## config.mk

```make
export PLATFORM = sky130hd
export DESIGN_NAME = clk_div_multi_flat
export DESIGN_NICKNAME = d
export VERILOG_FILES = /design/src/rtl/clk_div_pkg.sv /design/src/rtl/clk_div_multi_if.sv /design/src/rtl/clk_div_ch.sv /design/src/rtl/clk_div_multi.sv /design/src/flat_wrapper.sv
export SDC_FILE = /design/constraint.sdc
export NUM_CORES = 1
export LEC_CHECK = 0
export BUFFER_PORTS_ARGS = -buffer_cell sky130_fd_sc_hd__buf_2
export CAP_MARGIN = 25
export CORE_MARGIN = 5
export CORE_UTILIZATION = 30
export CTS_BUF_LIST = sky130_fd_sc_hd__clkbuf_8 sky130_fd_sc_hd__clkbuf_16
export DETAILED_ROUTE_END_ITERATION = 10
export PLACE_DENSITY = 0.55
export SLEW_MARGIN = 15
export SYNTH_ARGS = -nofsm -noshare
export SYNTH_HDL_FRONTEND = slang
export SYNTH_SLANG_ARGS = --single-unit
```

## constraint.sdc

```tcl
create_clock -name clk_in -period 6.41 [get_ports clk_in]
set_input_delay 0.641 -clock clk_in [delete_from_list [all_inputs] [get_ports clk_in]]
set_output_delay 0.641 -clock clk_in [all_outputs]
set_load 0.05 [all_outputs]
```

## src/rtl/clk_div_pkg.sv

```systemverilog
// clk_div_pkg: shared constants and helpers for the multi-channel clock divider.
package clk_div_pkg;
  localparam int CNT_W_DEF = 25;
  localparam int SYS_HZ    = 50_000_000;
  localparam int TC_1KHZ   = 24999;
  localparam int TC_50HZ   = 499999;
  function automatic int ch_w(input int n);
    return n > 1 ? $clog2(n) : 1;
  endfunction
endpackage

```

## src/rtl/clk_div_multi_if.sv

```systemverilog
// clk_div_multi_if: terminal-count configuration bus.
interface clk_div_multi_if import clk_div_pkg::*; #(
  parameter int N_CH  = 2,
  parameter int CNT_W = CNT_W_DEF
) ();
  localparam int CH_W = ch_w(N_CH);
  logic             cfg_wr;
  logic [CH_W-1:0]  cfg_ch;
  logic [CNT_W-1:0] cfg_tc;
  logic             cfg_ack;
  modport master(output cfg_wr, cfg_ch, cfg_tc, input cfg_ack);
  modport slave(input cfg_wr, cfg_ch, cfg_tc, output cfg_ack);
endinterface

```

## src/rtl/clk_div_ch.sv

```systemverilog
// clk_div_ch: one 50% duty divider channel with shadowed terminal count.
module clk_div_ch #(
  parameter int               CNT_W = 25,
  parameter logic [CNT_W-1:0] INIT  = '0
) (
  input  logic             clk_in,
  input  logic             rst,
  input  logic             en_i,
  input  logic             sync_i,
  input  logic             wr_i,
  input  logic [CNT_W-1:0] tc_i,
  output logic             clk_out_o,
  output logic             tick_o
);
  logic [CNT_W-1:0] cnt_q, cnt_d, t_q, t_d, sh_q, sh_d;
  logic pend_q, pend_d, clk_q, clk_d, tick_q, tick_d, term, apply;
  // New T takes effect only at a toggle or sync, so no half-period is cut short.
  always_comb begin
    term   = cnt_q == t_q;
    apply  = sync_i || (en_i && term);
    cnt_d  = sync_i ? '0 : !en_i ? cnt_q : term ? '0 : cnt_q + CNT_W'(1);
    clk_d  = sync_i ? 1'b0 : (en_i && term) ? ~clk_q : clk_q;
    tick_d = !sync_i && en_i && term && !clk_q;
    t_d    = (apply && pend_q) ? sh_q : t_q;
    pend_d = wr_i || (pend_q && !apply);
    sh_d   = wr_i ? tc_i : sh_q;
  end
  always_ff @(posedge clk_in or posedge rst)
    if (rst) begin
      cnt_q  <= '0;
      t_q    <= INIT;
      sh_q   <= INIT;
      pend_q <= 1'b0;
      clk_q  <= 1'b0;
      tick_q <= 1'b0;
    end else begin
      cnt_q  <= cnt_d;
      t_q    <= t_d;
      sh_q   <= sh_d;
      pend_q <= pend_d;
      clk_q  <= clk_d;
      tick_q <= tick_d;
    end
  assign clk_out_o = clk_q;
  assign tick_o    = tick_q;
endmodule

```

## src/rtl/clk_div_multi.sv

```systemverilog
// clk_div_multi: N_CH independent clock dividers with runtime terminal-count writes.
module clk_div_multi import clk_div_pkg::*; #(
  parameter int                    N_CH    = 2,
  parameter int                    CNT_W   = CNT_W_DEF,
  parameter logic [N_CH*CNT_W-1:0] INIT_TC = {CNT_W'(TC_50HZ), CNT_W'(TC_1KHZ)}
) (
  input  logic            clk_in,
  input  logic            rst,
  input  logic [N_CH-1:0] en,
  input  logic            sync,
  clk_div_multi_if.slave  cfg,
  output logic [N_CH-1:0] clk_out,
  output logic [N_CH-1:0] tick
);
  logic wr_ok, ack_q, ack_d;
  always_comb begin
    wr_ok = cfg.cfg_wr && (32'(cfg.cfg_ch) < N_CH);
    ack_d = wr_ok;
  end
  always_ff @(posedge clk_in or posedge rst)
    if (rst) ack_q <= 1'b0;
    else     ack_q <= ack_d;
  assign cfg.cfg_ack = ack_q;
  for (genvar i = 0; i < N_CH; i++) begin : g_ch
    clk_div_ch #(.CNT_W(CNT_W), .INIT(INIT_TC[i*CNT_W +: CNT_W])) u_ch (
      .clk_in    (clk_in),
      .rst       (rst),
      .en_i      (en[i]),
      .sync_i    (sync),
      .wr_i      (wr_ok && (32'(cfg.cfg_ch) == i)),
      .tc_i      (cfg.cfg_tc),
      .clk_out_o (clk_out[i]),
      .tick_o    (tick[i])
    );
  end
endmodule
```

## src/flat_wrapper.sv

```systemverilog
// flat-port wrapper written by rule: the top's interface ports become plain ports
module clk_div_multi_flat import clk_div_pkg::*;
#(
  parameter int                    N_CH    = 2,
  parameter int                    CNT_W   = CNT_W_DEF,
  parameter logic [N_CH*CNT_W-1:0] INIT_TC = {CNT_W'(TC_50HZ), CNT_W'(TC_1KHZ)}
)
  (clk_in, rst, en, sync, clk_out, tick, cfg_cfg_wr, cfg_cfg_ch, cfg_cfg_tc, cfg_cfg_ack);
  clk_div_multi_if #(.N_CH(N_CH), .CNT_W(CNT_W)) cfg_i ();
  input  logic clk_in;
  input  logic rst;
  input  logic [N_CH-1:0] en;
  input  logic sync;
  output logic [N_CH-1:0] clk_out;
  output logic [N_CH-1:0] tick;
  input wire logic [$bits(cfg_i.cfg_wr)-1:0] cfg_cfg_wr;
  input wire logic [$bits(cfg_i.cfg_ch)-1:0] cfg_cfg_ch;
  input wire logic [$bits(cfg_i.cfg_tc)-1:0] cfg_cfg_tc;
  output wire logic [$bits(cfg_i.cfg_ack)-1:0] cfg_cfg_ack;
  assign cfg_i.cfg_wr = cfg_cfg_wr;
  assign cfg_i.cfg_ch = cfg_cfg_ch;
  assign cfg_i.cfg_tc = cfg_cfg_tc;
  assign cfg_cfg_ack = cfg_i.cfg_ack;
  clk_div_multi #(.N_CH(N_CH), .CNT_W(CNT_W), .INIT_TC(INIT_TC)) u_core (.clk_in(clk_in), .rst(rst), .en(en), .sync(sync), .cfg(cfg_i), .clk_out(clk_out), .tick(tick));
endmodule
```

Word level (Yosys, flattened, before mapping)
Index checks and enable logic that the tools add are counted.

word-level totals
  bits in registers = 157
  input bits = 32
  logic and storage cells = 57
  output and inout bits = 5

operators by class
  reduce and logical (&&, ||, !) cells = 27
  bitwise logic cells = 3
  muxes and demuxes = 10
  add/subtract/negate cells = 2
  equal/unequal tests = 2

operator list
  operator                 number
  $mux W25                 6
  $add A25 B1 Y25 const B  2
  $eq A25 B25 Y1           2
  $logic_and A1 B1 Y1      14
  $reduce_bool A2 Y1       4
  $logic_not A1 Y1         5
  $logic_or A1 B1 Y1       4
  $mux W1                  4
  $not A1 Y1               3

Longest topological paths before layout
Gate-level depths: netlist of the first run.

  depth in word-level cells = 6
  gate-level depth with buffers = 9
  gate-level depth less buffers = 7

Modules after synthesis
Synthesis of the first run repeated with hierarchy kept, for this count alone.

unflattened totals
  cells, all modules = 618
  area, all modules = 7424.6 µm²

by module, submodules not included
  module                             cells each  times used  area each (µm²)  seq. area each (µm²)
  clk_div_ch at u_core.g_ch[1].u_ch  307         1           3693.5           1979.4
  clk_div_ch at u_core.g_ch[0].u_ch  307         1           3686.0           1971.9
  clk_div_multi                      4           1           45.0             25.0

Worst setup path after synthesis of the first run
Ideal clock, no wire load.

  kind = reg2reg
  start = reg u_core.g_ch[1].u_ch.t_q[8]
  end = reg u_core.g_ch[1].u_ch.t_q[10]
  clock period less this slack = 2.170 ns
  setup time = 0.127 ns
  setup slack = 4.240 ns
  data arrival time = 2.043 ns
  stages on the path, launching flop included = 9
  path buffers = 2
  data required time = 6.283 ns
  cells stage by stage = dfstp_2 > xnor2_1 > nand4_1 > nor4_2 > and3_1 > o21a_1 > buf_4 > buf_8 > mux2_1

between the ends
  longest elaborated chain between the ends = 4

ends and longest elaborated chain
  element                 line              source
  start, declared         clk_div_ch.sv:15  logic [CNT_W-1:0] cnt_q, cnt_d, t_q, t_d, sh_q, sh_d;
  start signal, assigned  clk_div_ch.sv:38  t_q <= t_d;
  $eq A25 B25 Y1          clk_div_ch.sv:19  term = cnt_q == t_q;
  $logic_and A1 B1 Y1     clk_div_ch.sv:20  apply = sync_i || (en_i && term);
  $logic_or A1 B1 Y1      clk_div_ch.sv:20
  $logic_and A1 B1 Y1     clk_div_ch.sv:24  t_d = (apply && pend_q) ? sh_q : t_q;

Every way passes these cells.
A chain may end at the register's enable or synchronous reset.

Worst setup path in the final report of the first run
  start = reg u_core.g_ch[1].u_ch.cnt_q[12]
  end = reg u_core.g_ch[1].u_ch.t_q[6]

between the ends
  longest elaborated chain between the ends = 4

ends and longest elaborated chain
  element                 line              source
  start, declared         clk_div_ch.sv:15
  start signal, assigned  clk_div_ch.sv:37  cnt_q <= cnt_d;
  $eq A25 B25 Y1          clk_div_ch.sv:19
  $logic_and A1 B1 Y1     clk_div_ch.sv:20
  $logic_or A1 B1 Y1      clk_div_ch.sv:20
  $logic_and A1 B1 Y1     clk_div_ch.sv:24

Every way passes these cells.

==> run metrics, run 1 <==
status completed; min-delay worst type in2async; Synth Area in XOR/XNOR 0.09472; Tot Pwr about 0.0026 W; internal power 0.001995 W; Cells after Synth between 500 and 600; IO Pins 37; Layout Skew 0.01104 ns; post-synthesis mux area share 0.1644; Seq/Total Area, Yosys 0.5444; async set-reset flop share out of synthesis 1.000; Netlist cell types 53; die span in y 166.0 um; slowest CP cell o21a_1; nets 655; syn nets about 620; total track usage 0.1147; Post-CTS Repair Setup Buffers 0; PortBufs 36; area grow syn2layout 14.56%; vias in the first global route 4439; average wire per standard cell roughly 16 um; Hold Vio Cnt, Final 0; largest net degree at the start of global routing 103; hpwl dp 10.81 mm; PwrDens 315.2 nW/um^2; YS warnings 0; Crit path largest cell delay 0.51 ns; Total Wirelength 15.61 mm; initial core utilization 0.3021; type of origin of the critical path flip-flop; CTS Buffer Depth 2; CTS tree built; Clock Latency Late Sink 0.42 ns; Flop pwr share 0.489; final worst-path cycle share 0.4455; Post-synth EDFFs 0; first-pass GRT wire length 25.39 mm; CTS sink count approximately 160; critical path arrival 3.15 ns; CP Class reg2reg; crit-path max FO 14; max-slew violations 0; Avg Cell Area, Syn 12.42 um^2; DRT Pass-1 Iters 4; non-filler instance count after layout 958; Core Area 24180 um^2; Fill cells 2405; Crit path required time 6.71 ns; DRC Markers 0; Setup TNS Final 0 ns; clock share of power 0.376; cell area after synthesis between 7000 and 8000 um^2; die span in x roughly 170 um; Placer Congestion 0.7681; CP cell instances xnor2_1 -> nand4_1 -> nor3_1 -> and3_1 -> o21a_1 -> buf_8 -> mux2_1; Post-Synth Adder-Cell Area 0.003426; Primary FF master, synth dfrtp_1; Antenna diodes 0; routed vias 4440; fmax between 0.3 and 0.4 GHz; num rows 57; switch share 0.2435; final setup violation count 0; compound-gate portion of the synthesized area 0.04454; #FFs+latches synth 157; Post-Synth Simple-Gate Area 0.1143; relative slew slack 0.5054; largest family of logic cells by synthesized area multiplexers; H-Tree Level Count 4; grt ovf 0; Final ANT Viol Nets 0; worst-margin pin slew roughly 0.74 ns; root buffer selected by CTS clkbuf_16; cell leakage power 3.370 nW; layout cells sized above 1 0.3139; RSZ-0062 raised after global routing false; Post-CTS Hold Fix Bufs 0; Die ar. 27570 um^2; Net Switching 0.0006423 W; CTS clk-pin slew, worst paths 0.06 ns; initial antenna violation count 1; combinational share of power 0.135; via/cell ratio 4.635; placed cell count 925; DR iter-0 viols 240; Max VDD drop 0.0001663 V; CTS Buf Count 17; CP Capture Type flip-flop; Max Cap Viol 0; Tmin final 2.856 ns; post-cts repair resize count 0
-- stage by stage --
step | instance area [um^2] | setup WS [ns] | utilization | hold WS, ns
floorplan | 7305 | 1.597 | - | 0.4451
global placement | 7726 | 3.340 | 0.3196 | 0.4724
detailed placement | 7756 | 3.561 | 0.3208 | 0.4754
CTS | 8341 | 3.552 | 0.3450 | 0.3324
global route | 8368 | 3.372 | 0.3461 | 0.1529
finish | 8368 | 3.554 | 0.3461 | 0.1625
-- cell type report --
cell class | instances | area [um^2] | area share
Clock inverter | 11 | 103.9 | 0.01241
Inverter | 11 | 46.29 | 0.005532
Tap cell | 324 | 405.4 | 0.04844
Sequential cell | 157 | 3976 | 0.4752
Timing Repair Buffer | 44 | 275.3 | 0.03289
Multi-Input combinational cell | 390 | 3080 | 0.3681
Clock buffer | 21 | 480.5 | 0.05742
-- kinds of logic after synthesis --
| family | count (synthesis) |
|---|---|
| simple gates | 160 |
| flops | 157 |
| mux | 100 |
| xor+xnor | 79 |
| compound gates | 49 |
| buf+inv | 41 |
| fa+ha+maj | 2 |
-- synth_stat cells (all sizes together), types with 6 or more instances --
master,instances,area [um^2]
nand3,24,120.1
buf,17,158.9
dfstp,38,998.5
dfrtp,119,2978
and2,8,52.55
nor3,6,35.03
a31oi,11,68.82
a21oi,7,35.03
xor2,20,175.2
and3,6,37.54
nor2,37,141.4
o31ai,6,45.04
nand2,36,135.1
inv,11,41.29
o21ai,9,45.04
clkbuf,13,50.04
xnor2,59,516.8
mux2,100,1201
nand4,21,137.6
-- critical path: cells and delay by family, from the launching register on --
family                    cells  cell delay, ns
AOI/OAI and AO/OA             1            0.51
and+or+nand+nor               3            0.92
DFF                           1            0.45
buffers and inverters         1            0.24
xor gates and xnor gates      1            0.28
muxes                         1            0.33
-- final timing paths --
kind	depth (start not counted)	from	end	slack (ns)
min in group clk_in	1	cfg_cfg_wr	u_core.cfg.cfg_ack$_DFF_PP0_	0.35
worst max-delay path	7	u_core.g_ch[1].u_ch.cnt_q[12]$_DFFE_PP0P_	u_core.g_ch[1].u_ch.t_q[6]$_DFFE_PP0P_	3.55
worst min-delay path	2	rst	u_core.g_ch[1].u_ch.tick_o$_DFF_PP0_	0.16
worst min register to register	1	u_core.g_ch[0].u_ch.clk_out_o$_DFFE_PP0P_	u_core.g_ch[0].u_ch.tick_o$_DFF_PP0_	0.47
max in group asynchronous	3	rst	u_core.g_ch[0].u_ch.cnt_q[20]$_DFFE_PP0P_	5.28
worst max register to register	7	u_core.g_ch[1].u_ch.cnt_q[12]$_DFFE_PP0P_	u_core.g_ch[1].u_ch.t_q[6]$_DFFE_PP0P_	3.55
-- cells in the final DEF (no fill, tap or decap), types with 2 or more instances in the layout --
cell and count:
mux2_2 60, o21ai_0 9, a31oi_1 11, buf_8 2
o21bai_1 2, dfrtp_1 119, bufinv_16 2, and2_1 7
dfstp_2 38, nor4_1 3, and4_1 5, nor4_2 2
nand4_1 20, buf_4 5, xor2_1 20, clkbuf_8 4
inv_1 15, clkinvlp_4 2, buf_2 36, mux2_4 20
nand3_1 24, ha_1 2, nor2_1 36, a21oi_1 7
o2111ai_1 2, o31ai_1 6, clkbuf_16 17, xnor2_1 59
o22ai_1 3, mux2_1 20, and3_1 6, o311ai_1 3
nor3_1 5, nand2_1 36, nand2b_1 4, clkinv_2 2
-- sequential cells by signal, indices dropped and copies added, names as in the netlist --
name and cells:
u_core.g_ch.u_ch.clk_out_o 2, u_core.g_ch.u_ch.tick_o 2, u_core.g_ch.u_ch.pend_q 2, u_core.g_ch.u_ch.sh_q 50, u_core.cfg.cfg_ack 1, u_core.g_ch.u_ch.t_q 50, u_core.g_ch.u_ch.cnt_q 50
-- power groups by stage --
stage	clock network, W	registers [W]	logic (W)
3_3_place_gp	0	0.00131	0.000348
4_1_cts	0.00102	0.00129	0.000360
3_5_place_dp	0	0.00131	0.000355
5_1_grt	0.00106	0.00131	0.000393
6_report	0.000991	0.00129	0.000357
2_1_floorplan	0	0.00126	0.000293
-- per-layer routing --
layer  wire length [um]  up-vias  part of all wire  global-route usage
met5                  0        -                 0                   0
met4                153        0            0.0098             0.03228
met3                666        8             0.043             0.02856
met2               6781       69              0.43              0.1602
met1               8005     2245              0.51              0.1754
li1                   -     2118                 -                   -
Note: power is estimated with default switching activity, not from simulation.
==> inputs of run 2 (changes only) <==
==> constraint.sdc (replaced) <==
create_clock -name clk_in -period 2.9 [get_ports clk_in]
set_input_delay 0.29 -clock clk_in [delete_from_list [all_inputs] [get_ports clk_in]]
set_output_delay 0.29 -clock clk_in [all_outputs]
set_load 0.05 [all_outputs]
==> run 2 against run 1 <==
Against the previous run: sequential share of layout area is 0.26 points lower; highest routed layer unchanged; die area stayed put; setup slack worse by 3.1 ns.
==> run metrics, run 2 (synthesis results as in run 1) <==
Core Area 24180 um^2 (unchanged); RSZ-0062 raised after global routing false (unchanged); CTS Buf Count 17 (unchanged); worst-margin pin slew 0.8646 ns (was 0.7400 ns); total track usage 0.1138 (was 0.1147); DRC Markers 0 (unchanged); CTS clk-pin slew, worst paths 0.06 ns (about the same); fmax 0.4059 GHz (was 0.3502 GHz); PortBufs 36 (unchanged); Regs by FF count u_core.g_ch.u_ch.cnt_q: 50 flops, u_core.g_ch.u_ch.sh_q: 50 flops, u_core.g_ch.u_ch.t_q: 50 flops (unchanged); vias in the first global route 4500 (was 4439); placed cell count 931 (was 925); CTS sink count 157 (unchanged); die span in y 166.0 um (unchanged); worst r2r src u_core.g_ch[0].u_ch.t_q[0]$_DFFE_PP1P_ (was u_core.g_ch[1].u_ch.cnt_q[12]$_DFFE_PP0P_); initial core utilization 0.3021 (unchanged); Antenna diodes 0 (unchanged); Layout Skew 0.006996 ns (was 0.01104 ns); critical path arrival 2.77 ns (was 3.15 ns); Core Util, Final 0.3480 (was 0.3461); status completed (unchanged); initial antenna violation count 0 (was 1); Final ANT Viol Nets 0 (unchanged); first-pass GRT wire length 25.23 mm (was 25.39 mm); Tmin final 2.463 ns (was 2.856 ns); PwrDens 689.8 nW/um^2 (was 315.2 nW/um^2); CTS tree built (unchanged); type of origin of the critical path flip-flop (unchanged); die span in x 166.0 um (unchanged); Hold Vio Cnt, Final 0 (unchanged); area grow syn2layout 15.19% (was 14.56%); Final WS setup 0.4366 ns (was 3.554 ns); CP Capture Type flip-flop (unchanged); min-delay worst type in2async (unchanged); average wire per standard cell 15.82 um (was 16.29 um); H-Tree Level Count 4 (unchanged); nets 661 (was 655); Post-Place Worst Slack 0.4400 ns (was 3.561 ns); Max Cap Viol 0 (unchanged); DR iter-0 viols 249 (was 240); final worst-path cycle share 0.8495 (was 0.4455); Post-CTS Repair Setup Buffers 0 (unchanged); Clock Latency Late Sink 0.42 ns (about the same); layout cells sized above 1 0.3250 (was 0.3139); relative slew slack 0.4224 (was 0.5054); Die ar. 27570 um^2 (unchanged); Crit path required time 3.20 ns (was 6.71 ns); Min Hold Slack 0.04068 ns (was 0.1625 ns); DRT Pass-1 Iters 4 (unchanged); cell leakage power 3.374 nW (was 3.370 nW); IO Pins 37 (unchanged); Setup TNS Final 0 ns (unchanged); commonest non-fill, non-tap cell in the layout dfrtp_1 (unchanged); final setup violation count 0 (unchanged); via/cell ratio 4.684 (was 4.635); Placer Congestion 0.7776 (was 0.7681); routed vias 4515 (was 4440); hpwl dp 10.90 mm (was 10.81 mm); root buffer selected by CTS clkbuf_16 (unchanged); largest net degree at the start of global routing 60 (was 103); crit-path max FO 25 (was 14); most frequent cells in the layout 119 x dfrtp_1, 60 x mux2_2, 59 x xnor2_1 (unchanged); max-slew violations 0 (unchanged); Total Wirelength 15.25 mm (was 15.61 mm); CTS Buffer Depth 2 (unchanged); CP Class reg2reg (unchanged); num rows 57 (unchanged); non-filler instance count after layout 964 (was 958); grt ovf 0 (unchanged); Max VDD drop 0.0004546 V (was 0.0001663 V); crit path from u_core.g_ch[0].u_ch.t_q[0]$_DFFE_PP1P_ (was u_core.g_ch[1].u_ch.cnt_q[12]$_DFFE_PP0P_)
## run 2: changes by cell type in the layout (fill, tap and decap cells not counted), sizes merged
cell,delta
bufinv,-1
dlygate4sd3,+1
clkinv,+1
clkbuf,+1
buf,+5
inv,-4
clkinvlp,+3
## run 2: worst max-delay path, stage by stage, from the launching register on
cell     delay (ns)
dfstp_2        0.55
xnor2_1        0.15
nand4_1        0.17
nor4_2         0.39
a41o_2         0.26
and2_4         0.44
mux2_2         0.38
## run 2: cell type report
type	instances	area, um^2
clock buffers	22	494.2
clock inverters	10	87.58
fillers	2400	15760
multi-input cells	390	3080
well taps	324	405.4
repair buffers	50	325.3
flip-flops and latches	157	3976
inverters	11	45.04
## run 2: path summary, 6_finish.rpt
path                            cells past startpoint                                         to  slack, ns
worst max-delay path                                6    u_core.g_ch[0].u_ch.t_q[20]$_DFFE_PP0P_       0.44
worst min-delay path                                2  u_core.g_ch[1].u_ch.cnt_q[19]$_DFFE_PP0P_       0.04
worst max register to register                      6    u_core.g_ch[0].u_ch.t_q[20]$_DFFE_PP0P_       0.44
worst min register to register                      1       u_core.g_ch[0].u_ch.tick_o$_DFF_PP0_       0.48
max in group asynchronous                           3    u_core.g_ch[1].u_ch.sh_q[4]$_DFFE_PP1P_       1.99
min in group clk_in                                 2    u_core.g_ch[1].u_ch.sh_q[9]$_DFFE_PP0P_       0.13
## run 2: per-layer routing
layer / vias up / part of all wire / global-route usage
met1: 2297 / 0.53 / 0.1762
met2: 74 / 0.42 / 0.1559
met4: 0 / 0.010 / 0.03228
li1: 2133 / - / -
met3: 11 / 0.043 / 0.02856
met5: - / 0 / 0
## run 2: repair_timing
| action | CTS | global route |
|---|---|---|
| gates resized for setup | 0 | 0 |
| hold buffers | 1 | 0 |
| endpoints found under the hold margin | 1 | 0 |
## run 2: stage by stage
step / power, W / instance area (um^2)
2_1_floorplan: 0.003442 / 7308
3_3_place_gp: 0.003677 / 7823
3_5_place_dp: 0.003687 / 7823
4_1_cts: 0.005880 / 8414
5_1_grt: 0.006089 / 8414
6_report: 0.005805 / 8414
## run 2: report_power, final
group          switching (W)  total (W)  internal, W
clock network       0.000870    0.00216      0.00129
logic               0.000323   0.000793     0.000470
registers           0.000246    0.00285      0.00261
total                0.00144    0.00580      0.00437
==> inputs of run 3 (changes only) <==
--- a/config.mk
+++ b/config.mk
@@ -5,13 +5,14 @@
 export SDC_FILE = /design/constraint.sdc
 export NUM_CORES = 1
 export LEC_CHECK = 0
+export ABC_AREA = 1
 export BUFFER_PORTS_ARGS = -buffer_cell sky130_fd_sc_hd__buf_2
 export CAP_MARGIN = 25
 export CORE_MARGIN = 5
 export CORE_UTILIZATION = 30
 export CTS_BUF_LIST = sky130_fd_sc_hd__clkbuf_8 sky130_fd_sc_hd__clkbuf_16
 export DETAILED_ROUTE_END_ITERATION = 10
-export PLACE_DENSITY = 0.55
+export PLACE_DENSITY = 0.56
 export SLEW_MARGIN = 15
 export SYNTH_ARGS = -nofsm -noshare
 export SYNTH_HDL_FRONTEND = slang
==> constraint.sdc (replaced) <==
create_clock -name clk_in -period 2.1 [get_ports clk_in]
set_input_delay 0.21 -clock clk_in [delete_from_list [all_inputs] [get_ports clk_in]]
set_output_delay 0.21 -clock clk_in [all_outputs]
set_load 0.05 [all_outputs]
==> run 3 against run 2 <==
Against the previous run: die area up 9.2%; hold slack worse by 0.0097 ns; fmax up 27%; combinational power up 53%; clock-buffer cell count unchanged; largest cell class unchanged.
==> run metrics, run 3 <==
Cell Area, Placed 8578 um^2 (was 7823 um^2); DRC Markers 0 (unchanged); Post-synth EDFFs 0 (unchanged); critical path arrival 2.25 ns (was 2.77 ns); Final ANT Viol Nets 0 (unchanged); most frequent cells in the layout 350 x nand2_1, 126 x inv_1, 119 x dfrtp_1 (was 119 x dfrtp_1, 60 x mux2_2, 59 x xnor2_1); Clock Latency Late Sink 0.43 ns (was 0.42 ns); slowest CP cell dfstp_2 (unchanged); vias in the first global route 6224 (was 4500); crit path from u_core.g_ch[1].u_ch.t_q[18]$_DFFE_PP1P_ (was u_core.g_ch[0].u_ch.t_q[0]$_DFFE_PP1P_); DR iter-0 viols 486 (was 249); Min Hold Slack 0.03102 ns (was 0.04068 ns); Fill cells 2742 (was 2400); Post-CTS Repair Setup Buffers 0 (unchanged); Crit path largest cell delay 0.56 ns (was 0.55 ns); Tmin final 1.940 ns (was 2.463 ns); most frequent CP cell nand2_1; initial core utilization 0.3061 (was 0.3021); Netlist cell types 28 (was 53); CP delay by family, top simple AND/OR/NAND/NOR gates (unchanged); CTS clk-pin slew, worst paths 0.06 ns (about the same); Seq/Total Area, Yosys 0.4956 (was 0.5444); routed vias 6464 (was 4515); nets 1104 (was 661); placed cell count 1383 (was 931); IO Pins 37 (unchanged); final worst-path cycle share 0.9240 (was 0.8495); PwrDens 883.5 nW/um^2 (was 689.8 nW/um^2); final setup violation count 0 (unchanged); average wire per standard cell 13.82 um (was 15.82 um); CTS sink count 157 (unchanged); Hold Vio Cnt, Final 0 (unchanged); min-delay worst type in2reg (was in2async); worst r2r src u_core.g_ch[1].u_ch.t_q[18]$_DFFE_PP1P_ (was u_core.g_ch[0].u_ch.t_q[0]$_DFFE_PP1P_); cell leakage power 4.466 nW (was 3.374 nW); PortBufs 36 (unchanged); async set-reset flop share out of synthesis 1.000 (unchanged); Tot Pwr 0.008152 W (was 0.005805 W); DRT Pass-1 Iters 5 (was 4); first-pass GRT wire length 32.50 mm (was 25.23 mm); H-Tree Level Count 4 (unchanged); Antenna diodes 0 (unchanged); grt ovf 0 (unchanged); non-filler instance count after layout 1418 (was 964); hold path start cfg_cfg_tc[2]; worst-margin pin slew 0.6808 ns (was 0.8646 ns); WP buf/inv 1 (was 0); area grow syn2layout 15.02% (was 15.19%); area occupied by multi-input gates 3329 um^2 (was 3080 um^2); post-synth top area share 0.3712 (was 0.4077); Cells after Synth 1036 (was 588); root buffer selected by CTS clkbuf_16 (unchanged); Placer Congestion 0.8538 (was 0.7776); CP Class reg2reg (unchanged); Total Wirelength 19.60 mm (was 15.25 mm); Die ar. 30110 um^2 (was 27570 um^2); final instance area 9228 um^2 (was 8414 um^2); Regs by FF count u_core.g_ch.u_ch.cnt_q: 50 flops, u_core.g_ch.u_ch.sh_q: 50 flops, u_core.g_ch.u_ch.t_q: 50 flops (unchanged); Commonest cells post-synth 350 x nand2_1, 126 x inv_1, 119 x dfrtp_1 (was 119 x dfrtp_1, 60 x mux2_2, 59 x xnor2_1); Primary FF master, synth dfrtp_1 (unchanged); CTS tree built (unchanged); max-slew violations 0 (unchanged); fmax 0.5153 GHz (was 0.4059 GHz); Avg Cell Area, Syn 7.744 um^2 (was 12.42 um^2); num rows 59 (was 57); count leader, synth nand2_1 (was dfrtp_1); commonest non-fill, non-tap cell in the layout nand2_1 (was dfrtp_1); CTS Buf Count 17 (unchanged); cell area after synthesis 8023 um^2 (was 7305 um^2); Core Util, Final 0.3521 (was 0.3480); initial antenna violation count 0 (unchanged); CP cell instances inv_1 -> nand2_1 -> nand2_1 -> nor2_1 -> nand3_1 -> nor2_2 -> nand3_2 -> nand2_2 -> nand3_4 -> nand2_1 -> nand2_1 (was xnor2_1 -> nand4_1 -> nor4_2 -> a41o_2 -> and2_4 -> mux2_2); Layout Skew 0.01347 ns (was 0.006996 ns); layout cells sized above 1 0.1339 (was 0.3250); Max VDD drop 0.0006188 V (was 0.0004546 V); RSZ-0062 raised after global routing false (unchanged); Max Cap Viol 0 (unchanged); largest net degree at the start of global routing 59 (was 60); Crit path required time 2.41 ns (was 3.20 ns); YS warnings 0 (unchanged); type of origin of the critical path flip-flop (unchanged); Core Area 26210 um^2 (was 24180 um^2); die span in x 173.5 um (was 166.0 um); CTS Buffer Depth 2 (unchanged); crit-path max FO 25 (unchanged); area leader, netlist dfrtp_1 (unchanged); syn nets 1070 (was 622); die span in y 173.5 um (was 166.0 um); area of all sequential standard cells 3976 um^2 (unchanged); Area contributors post-synth dfrtp_1 37%, nand2_1 16%, dfstp_2 12% (was dfrtp_1 41%, dfstp_2 14%, mux2_2 9.2%); #FFs+latches synth 157 (unchanged); hpwl dp 14.14 mm (was 10.90 mm); via/cell ratio 4.559 (was 4.684); status completed (unchanged); CP Capture Type flip-flop (unchanged); total track usage 0.1320 (was 0.1138); relative slew slack 0.5457 (was 0.4224)
==> run 3: changes by cell type in the layout (fill, tap and decap cells not counted), sizes merged, moves of 11 or more <==
cell,change
a31oi,-11
inv,+121
mux2,-100
nand2,+319
nand3,+64
nor2,+51
nor3,+18
o21ai,+51
o22ai,+16
xnor2,-42
xor2,+15
==> run 3: path summary, 6_finish.rpt <==
path                                                            end  slack, ns  cells after the start
hold reg to reg              u_core.g_ch[0].u_ch.t_q[8]$_DFFE_PP1P_       0.47                      2
setup / recovery            u_core.g_ch[1].u_ch.t_q[11]$_DFFE_PP0P_       0.16                     11
max in group asynchronous  u_core.g_ch[1].u_ch.sh_q[17]$_DFFE_PP1P_       1.01                      4
min in group asynchronous  u_core.g_ch[0].u_ch.cnt_q[4]$_DFFE_PP0P_       0.37                      3
setup reg to reg            u_core.g_ch[1].u_ch.t_q[11]$_DFFE_PP0P_       0.16                     11
hold / removal              u_core.g_ch[0].u_ch.sh_q[2]$_DFFE_PP1P_       0.03                      3
==> run 3: logic make-up after synthesis <==
| family | Yosys count | share of synthesized area |
|---|---|---|
| AOI/OAI and AO/OA | 82 | 0.05412 |
| xor gates and xnor gates | 52 | 0.05677 |
| adders and majority gates | 2 | 0.003119 |
| buffers and inverters | 171 | 0.09155 |
| DFF | 157 | 0.4956 |
| and+or+nand+nor | 572 | 0.2988 |
==> run 3: timing repair <==
item,CTS,global route
endpoints found under the hold margin,17,0
resized for setup,0,1
setup endpoints to repair,0,6
hold buffers,2,0
==> run 3: power by group <==
part | switching [W] | total, W | internal, W
clock network | 0.00128 | 0.00312 | 0.00183
logic | 0.000751 | 0.00121 | 0.000457
registers | 0.000316 | 0.00383 | 0.00351
total | 0.00235 | 0.00815 | 0.00580
==> run 3: worst min-delay path, cell delays in order <==
cell	delay, ns
buf_2	0.10
inv_1	0.06
o21ai_0	0.08
==> run 3: metal layers <==
layer / share of wire / track usage
met1: 0.51 / 0.1915
met2: 0.44 / 0.1994
met3: 0.041 / 0.03032
met4: 0.0099 / 0.03292
met5: 0 / 0
==> run 3: area by class of cell <==
cell class	count	area share
clock buffers	22	0.05844
clock inverters	10	0.007864
inverters	131	0.05369
multi-input cells	709	0.3608
flip-flops and latches	157	0.4309
well taps	335	0.04542
repair buffers	54	0.04285
==> run 3: metrics by stage <==
step	setup WS (ns)	setup TNS [ns]
5_1_grt	0.01966	0
2_1_floorplan	-0.06586	-7.837
4_1_cts	0.1503	0
6_report	0.1596	0
3_3_place_gp	0.1854	0
3_5_place_dp	0.1620	0
